File: src/rtl/hwag_cfg_seq.sv
// hwag_cfg_seq: loads a block of configuration words from a valid/ready
// source into a synchronous SRAM, one word per write strobe.
// Optional read-back verify is enabled by defining HWAG_CFG_VERIFY_EN:
// each written word is read back and compared, and the first mismatch
// stops the sequence and is reported through err/err_addr.
//
// state  | meaning
// -------+------------------------------------------------------------
// IDLE   | waiting for start
// FETCH  | src_ready high, waiting for a source word
// WRITE  | ssram_we high for the latched word at the current address
// READ   | (verify only) ssram_re high at the address just written
// CHECK  | (verify only) compare read data, advance or flag an error
// DONE   | one-cycle done pulse, then back to IDLE
module hwag_cfg_seq #(
    parameter int ADDR_W = 8,
    parameter int DATA_W = 16
) (
    input  logic              clk,
    input  logic              rst,
    input  logic              start,
    input  logic              abort,
    input  logic [ADDR_W-1:0] base_addr,
    input  logic [ADDR_W-1:0] count,
    input  logic [DATA_W-1:0] src_data,
    input  logic              src_valid,
    output logic              src_ready,
    output logic              ssram_we,
    output logic              ssram_re,
    output logic [ADDR_W-1:0] ssram_addr,
    output logic [DATA_W-1:0] ssram_wdata,
    input  logic [DATA_W-1:0] ssram_rdata,
    output logic              busy,
    output logic              done,
    output logic              err,
    output logic [ADDR_W-1:0] err_addr
);

    localparam logic [2:0] S_IDLE  = 3'd0;
    localparam logic [2:0] S_FETCH = 3'd1;
    localparam logic [2:0] S_WRITE = 3'd2;
    localparam logic [2:0] S_DONE  = 3'd3;
`ifdef HWAG_CFG_VERIFY_EN
    localparam logic [2:0] S_READ  = 3'd4;
    localparam logic [2:0] S_CHECK = 3'd5;
`endif

    logic [2:0]        r_state;
    logic [2:0]        w_next_state;
    logic [ADDR_W-1:0] r_addr;
    logic [ADDR_W-1:0] r_remaining;
    logic [ADDR_W-1:0] r_ssram_addr;
    logic [DATA_W-1:0] r_ssram_wdata;
    logic              w_last;
    logic              w_accept;
    logic              w_take;
    logic              w_advance;

    assign w_last   = (r_remaining == ADDR_W'(1));
    assign w_accept = (r_state == S_IDLE) && start && !abort;
    assign w_take   = (r_state == S_FETCH) && src_valid && !abort;

`ifdef HWAG_CFG_VERIFY_EN
    logic              w_match;
    logic              r_err;
    logic [ADDR_W-1:0] r_err_addr;

    assign w_match   = (ssram_rdata == r_ssram_wdata);
    assign w_advance = (r_state == S_CHECK) && w_match && !abort;
    assign ssram_re  = (r_state == S_READ);
    assign err       = r_err;
    assign err_addr  = r_err_addr;
`else
    logic w_unused_rdata;

    assign w_unused_rdata = ^ssram_rdata;
    assign w_advance      = (r_state == S_WRITE) && !abort;
    assign ssram_re       = 1'b0;
    assign err            = 1'b0;
    assign err_addr       = '0;
`endif

    assign src_ready   = (r_state == S_FETCH);
    assign ssram_we    = (r_state == S_WRITE);
    assign busy        = (r_state != S_IDLE);
    assign done        = (r_state == S_DONE);
    assign ssram_addr  = r_ssram_addr;
    assign ssram_wdata = r_ssram_wdata;

    // Next-state decode; abort overrides every other transition.
    always_comb begin
        w_next_state = r_state;
        case (r_state)
            S_IDLE:  if (start) w_next_state = (count == '0) ? S_DONE : S_FETCH;
            S_FETCH: if (src_valid) w_next_state = S_WRITE;
`ifdef HWAG_CFG_VERIFY_EN
            S_WRITE: w_next_state = S_READ;
            S_READ:  w_next_state = S_CHECK;
            S_CHECK: w_next_state = (!w_match || w_last) ? S_DONE : S_FETCH;
`else
            S_WRITE: w_next_state = w_last ? S_DONE : S_FETCH;
`endif
            S_DONE:  w_next_state = S_IDLE;
            default: w_next_state = S_IDLE;
        endcase
        if (abort) w_next_state = S_IDLE;
    end

    // State register.
    always_ff @(posedge clk) begin
        if (rst) r_state <= S_IDLE;
        else     r_state <= w_next_state;
    end

    // Address and remaining-word counters: loaded on start, stepped per word.
    always_ff @(posedge clk) begin
        if (rst) begin
            r_addr      <= '0;
            r_remaining <= '0;
        end else if (w_accept) begin
            r_addr      <= base_addr;
            r_remaining <= count;
        end else if (w_advance) begin
            r_addr      <= r_addr + ADDR_W'(1);
            r_remaining <= r_remaining - ADDR_W'(1);
        end
    end

    // SRAM address/data only change when a new word is taken, so they hold between strobes.
    always_ff @(posedge clk) begin
        if (rst) begin
            r_ssram_addr  <= '0;
            r_ssram_wdata <= '0;
        end else if (w_take) begin
            r_ssram_addr  <= r_addr;
            r_ssram_wdata <= src_data;
        end
    end

`ifdef HWAG_CFG_VERIFY_EN
    // Sticky error: cleared by an accepted start, set on the first read-back mismatch.
    always_ff @(posedge clk) begin
        if (rst) begin
            r_err      <= 1'b0;
            r_err_addr <= '0;
        end else if (w_accept) begin
            r_err      <= 1'b0;
        end else if ((r_state == S_CHECK) && !w_match && !abort) begin
            r_err      <= 1'b1;
            r_err_addr <= r_ssram_addr;
        end
    end
`endif

endmodule

File: config.mk
export PLATFORM = sky130hd
export DESIGN_NAME = hwag_cfg_seq
export DESIGN_NICKNAME = d
export VERILOG_FILES = /design/src/rtl/hwag_cfg_seq.sv
export SDC_FILE = /design/constraint.sdc
export NUM_CORES = 1
export LEC_CHECK = 0
export BUFFER_PORTS_ARGS = -buffer_cell sky130_fd_sc_hd__buf_2
export CAP_MARGIN = 20
export CORE_ASPECT_RATIO = 1.4
export CORE_MARGIN = 2
export CORE_UTILIZATION = 50
export DETAILED_ROUTE_END_ITERATION = 10
export GPL_TIMING_DRIVEN = 1
export PLACE_DENSITY = 0.94
export SYNTH_ARGS = -nofsm -noshare
export SYNTH_HDL_FRONTEND = slang
export SYNTH_SLANG_ARGS = --single-unit
File: constraint.sdc
create_clock -name clk -period 3.65 [get_ports clk]
set_input_delay 0 -clock clk [delete_from_list [all_inputs] [get_ports clk]]
set_output_delay 0 -clock clk [all_outputs]
set_load 0.01 [all_outputs]
# Word level (Yosys, flattened, before mapping)
# Index checks and enable logic that the tools add are counted.
dict set report op_classes {
  n_reduce_logical 12
  n_mux 9
  n_addsub 2
  n_eq_ne 6
}
# cell count
set op_table {}
lappend op_table {{8-bit 2-to-1 mux} 4}
lappend op_table {{3-bit one-hot mux with 3 select lines} 1}
lappend op_table {{8-bit by 1-bit adder with 8-bit output (second input constant)} 1}
lappend op_table {{8-bit by 1-bit equality test with 1-bit output (second input constant)} 1}
lappend op_table {{8-bit zero test} 1}
lappend op_table {{8-bit by 1-bit subtractor with 8-bit output (second input constant)} 1}
lappend op_table {{3-bit by 2-bit equality test with 1-bit output (second input constant)} 2}
lappend op_table {{3-bit 2-to-1 mux} 2}
lappend op_table {{1-bit logical AND} 5}
lappend op_table {{2-bit 2-to-1 mux} 2}
lappend op_table {{2-bit inequality test (second input constant)} 2}
lappend op_table {{3-bit by 1-bit equality test with 1-bit output (second input constant)} 1}
lappend op_table {{3-bit zero test} 1}
lappend op_table {{3-bit nonzero test} 1}
lappend op_table {{2-bit AND reduction} 1}
lappend op_table {{2-bit nonzero test} 1}
lappend op_table {{2-bit OR reduction} 1}
lappend op_table {{1-bit zero test} 1}
dict set report totals {
  inputBits 53
  register_bits 43
  wordCells 34
}

# Longest topological paths before layout
dict set report logic_depth {
  depth_word 4
  mapped_depth 6
  ltp_nobuf 5
}

# Worst setup path before layout
# No wires, ideal clock.
dict set report synth_path {
  path_type {reg2reg}
  start {reg r_state[0]}
  end {reg r_addr[5]}
  stages_incl_launch_ff 6
  synth_period_minus_slack_ns 1.719
  required_ns 3.559
  setup_time_ns 0.091
  setup_slack_ns 1.931
  t_arrival_ns 1.628
  path_cell_list {dfxtp_1 > buf_6 > or3b_1 > buf_2 > or4_1 > a311oi_1}
}
dict set report synth_between {
  elab_chain_len 4
  word_cells_on_any_way 7
}
# item line
set synth_lines {}
lappend synth_lines {{start: declaration} 48} ;# logic [2:0] r_state;
lappend synth_lines {{start signal: assignment} 112} ;# else r_state <= w_next_state;
lappend synth_lines {{3-bit zero test} 60} ;# assign w_accept = (r_state == S_IDLE) && start && !abort;
lappend synth_lines {{1-bit logical AND (2 in a row)} 60}
lappend synth_lines {{8-bit 2-to-1 mux / 2-bit nonzero test (equally long branches)} -}
lappend synth_lines {{end signal: assignment} 121} ;# r_addr <= base_addr;
lappend synth_lines {{end signal: assignment} 124} ;# r_addr <= r_addr + ADDR_W'(1);
lappend synth_lines {{end: declaration} 50} ;# logic [ADDR_W-1:0] r_addr;
# Several ways; a longest one is shown, not always the timed one.
# A chain may end at the register's enable or synchronous reset.

# Worst setup path after layout
dict set report layout_path {
  start {reg r_state[0]}
  end {reg r_addr[6]}
}
# Same word-level chain as after synthesis.

==> qor.csv <==
metric,value,unit
setup_tns,0,ns
vias,1998,
n_antenna_cell,0,
gp_congestion,0.813,
synth_edf_count,0,
cp_max_fo,28,
placed_cell_area,2280,um2
htree_num_levels,2,
areaGrowthSynthToFinish,33.5,%
grt_pass1_vias,1862,
synthDominantCellAreaShare,0.415,
swShare,0.229,
status,finished clean,
fillers,286,
synth.area.top_cells,"dfxtp_1 (41%), nand2_1 (9.3%), a21oi_1 (6.4%), buf_4 (3.7%), a311oi_1 (3.0%)",
total_leakage_power,0.00113,uW
relSlewSlack,0.336,
drc,0,
dieArea,4590,um2
dp.final_hpwl,3020,um
syn_avg_cell_area,8.24,um2
required,3.86,ns
p_comb_frac,0.118,
ys_seq_area_frac,0.415,
grt_max_degree,43,
seq_power_share,0.468,
skew,0.00615,ns
p_switching,241,uW
finalMaxSlewViolations,0,
drt_wl_total,4950,um
worstSetupPathType,flip-flop to flip-flop,
core,3920,um2
arrival,2.34,ns
power_density,389,nW/um2
avgViaCountPerCell,5.40,
yosysTopAreaCell,dfxtp_1,
max_freq,469,MHz
final_area,2710,um2
nNetsFinal,382,
clock_sinks,42,
dr.pass1.iters,6,
syn-cell-area,2030,um2
cts_tree,yes,
rows,27,
overflow,0,
period_needed,2.13,ns
io_pins,91,
p_int,813,uW
drt_iter0_drc,118,
whs,0.0211,ns
ant_nets,0,
async_flop_share,0,
post_drt_wl_per_cell,13.4,um
fin_util,0.691,
syn_inst,246,
cts-root-buf,clkbuf_8,
hold_path_class,input pin to flip-flop,
ys_ff_latch,42,
clockPowerShare,0.414,
antenna_found_initial,0,
io_buffers,64,
die_y,79.4,um
grtUsageTotal,0.227,
rsz0062_at_grt,no,
drive_gt1_frac,0.248,
finalHoldViolCount,0,
yosysWarnings,0,
cts_made_buffers,5,
startpoint_type,flip-flop,
finalSetupViolCount,0,
start_util,0.518,
synthFlopType,dfxtp_1,
cp-end-kind,flip-flop,
maxCapViolCount,0,
synth.distinct_cells,50,
die_w,57.8,um
grt_pass1_wl,8090,um
path_clk_slew,0.08,ns
fin_crit_sh,0.585,
clk-insertion-delay-late,0.30,ns
clk_path_buf_depth,2,
max_slew.worst_pin.slew,0.991,ns
ir_worst_vdd,0.384,mV
[per-layer routing]
layer	up-vias	GRT usage	wire [um]
met2	60	0.413	2610
li1	1014	-	-
met1	914	0.242	2010
met4	0	0.109	95
met5	-	0	0
met3	10	0.0489	236
[critical path, cell delays in order, from the launching register on]
cell	delay, ns
dfxtp_1	0.46
or4b_1	0.99
and4_1	0.36
nor4_1	0.23
[metrics by stage]
step	cells	total power, uW	worst slack, ns
global route	370	1100	1.33
CTS	369	1060	1.50
floorplan	255	572	1.93
detailed placement	333	601	1.58
global placement	333	597	1.61
finish	370	1050	1.52
[synth_stat cells, types with 3 or more instances]
cell type	n
buf_4	10
or3_1	3
nor2b_1	3
a21oi_1	26
a211oi_1	8
dfxtp_1	42
or4_1	3
inv_1	4
o21ai_0	3
xnor2_1	4
nor2_1	15
nor4_1	5
and2_1	3
nor3_1	3
a311oi_1	7
ha_1	3
clkbuf_1	15
nand2_1	50
[placed cells by master (no fill, tap or decap), types with 2 or more instances in the layout]
master         instances
inv_1                  4
nor2b_1                3
dfxtp_1               42
ha_1                   3
and4bb_2               2
and2_1                 3
bufinv_16              2
and4_1                 2
buf_2                 64
or2_2                  2
o21ai_0                3
nor4_1                 5
nor3_1                 3
clkbuf_8               5
dlygate4sd3_1         29
a311oi_1               7
or4_1                  3
and4b_1                2
nand2_1               50
o31ai_1                2
nand3_1                2
xnor2_1                4
conb_1                10
a21oi_1               26
nor2_1                15
or3_1                  3
a211oi_1               8
[path summary, 6_finish.rpt]
path | endpoint | cells past startpoint | startpoint | slack, ns
worst max-delay path | r_addr[6]$_SDFFE_PP0P_ | 3 | r_state[0]$_SDFFE_PP0P_ | 1.52
worst min-delay path | r_remaining[3]$_SDFFE_PP0P_ | 3 | count[3] | 0.02
worst max register to register | r_addr[6]$_SDFFE_PP0P_ | 3 | r_state[0]$_SDFFE_PP0P_ | 1.52
worst min register to register | ssram_wdata[8]$_SDFFE_PP0P_ | 2 | ssram_wdata[8]$_SDFFE_PP0P_ | 0.45
[kinds of logic after synthesis]
group / count (synthesis) / synth area share
and+or+nand+nor: 107 / 0.283
AOI/OAI and AO/OA: 55 / 0.175
DFF: 42 / 0.415
buffers and inverters: 33 / 0.0845
xor gates and xnor gates: 4 / 0.0173
adders and majority gates: 3 / 0.0185
other: 1 / 0.00185
muxes: 1 / 0.00494
[state kept, by name, summed over array words and instances (netlist names)]
register     cells
r_addr           8
r_remaining      8
r_state          2
ssram_addr       8
ssram_wdata     16
[cell type report]
| type | count | area (um2) | share of cell area |
|---|---|---|---|
| Tap cell | 43 | 53.8 | 0.0199 |
| Multi-Input combinational cell | 180 | 1050 | 0.388 |
| Sequential cell | 42 | 841 | 0.311 |
| Inverter | 4 | 15.0 | 0.00555 |
| Clock buffer | 5 | 68.8 | 0.0254 |
| Timing Repair Buffer | 93 | 611 | 0.226 |
| Clock inverter | 3 | 68.8 | 0.0254 |
[power groups by stage]
stage          registers [uW]  clock network (uW)  logic (uW)
3_5_place_dp              503                   0        98.1
5_1_grt                   496                 466         138
2_1_floorplan             498                   0        74.2
3_3_place_gp              502                   0        95.2
6_report                  493                 437         124
4_1_cts                   492                 446         121
[timing repair]
item,in CTS,in global routing
hold buffers,28,1
setup buffers,0,0
gates resized for setup,0,0
endpoints found under the hold margin,28,1
Power figures use the tool's default switching activity.
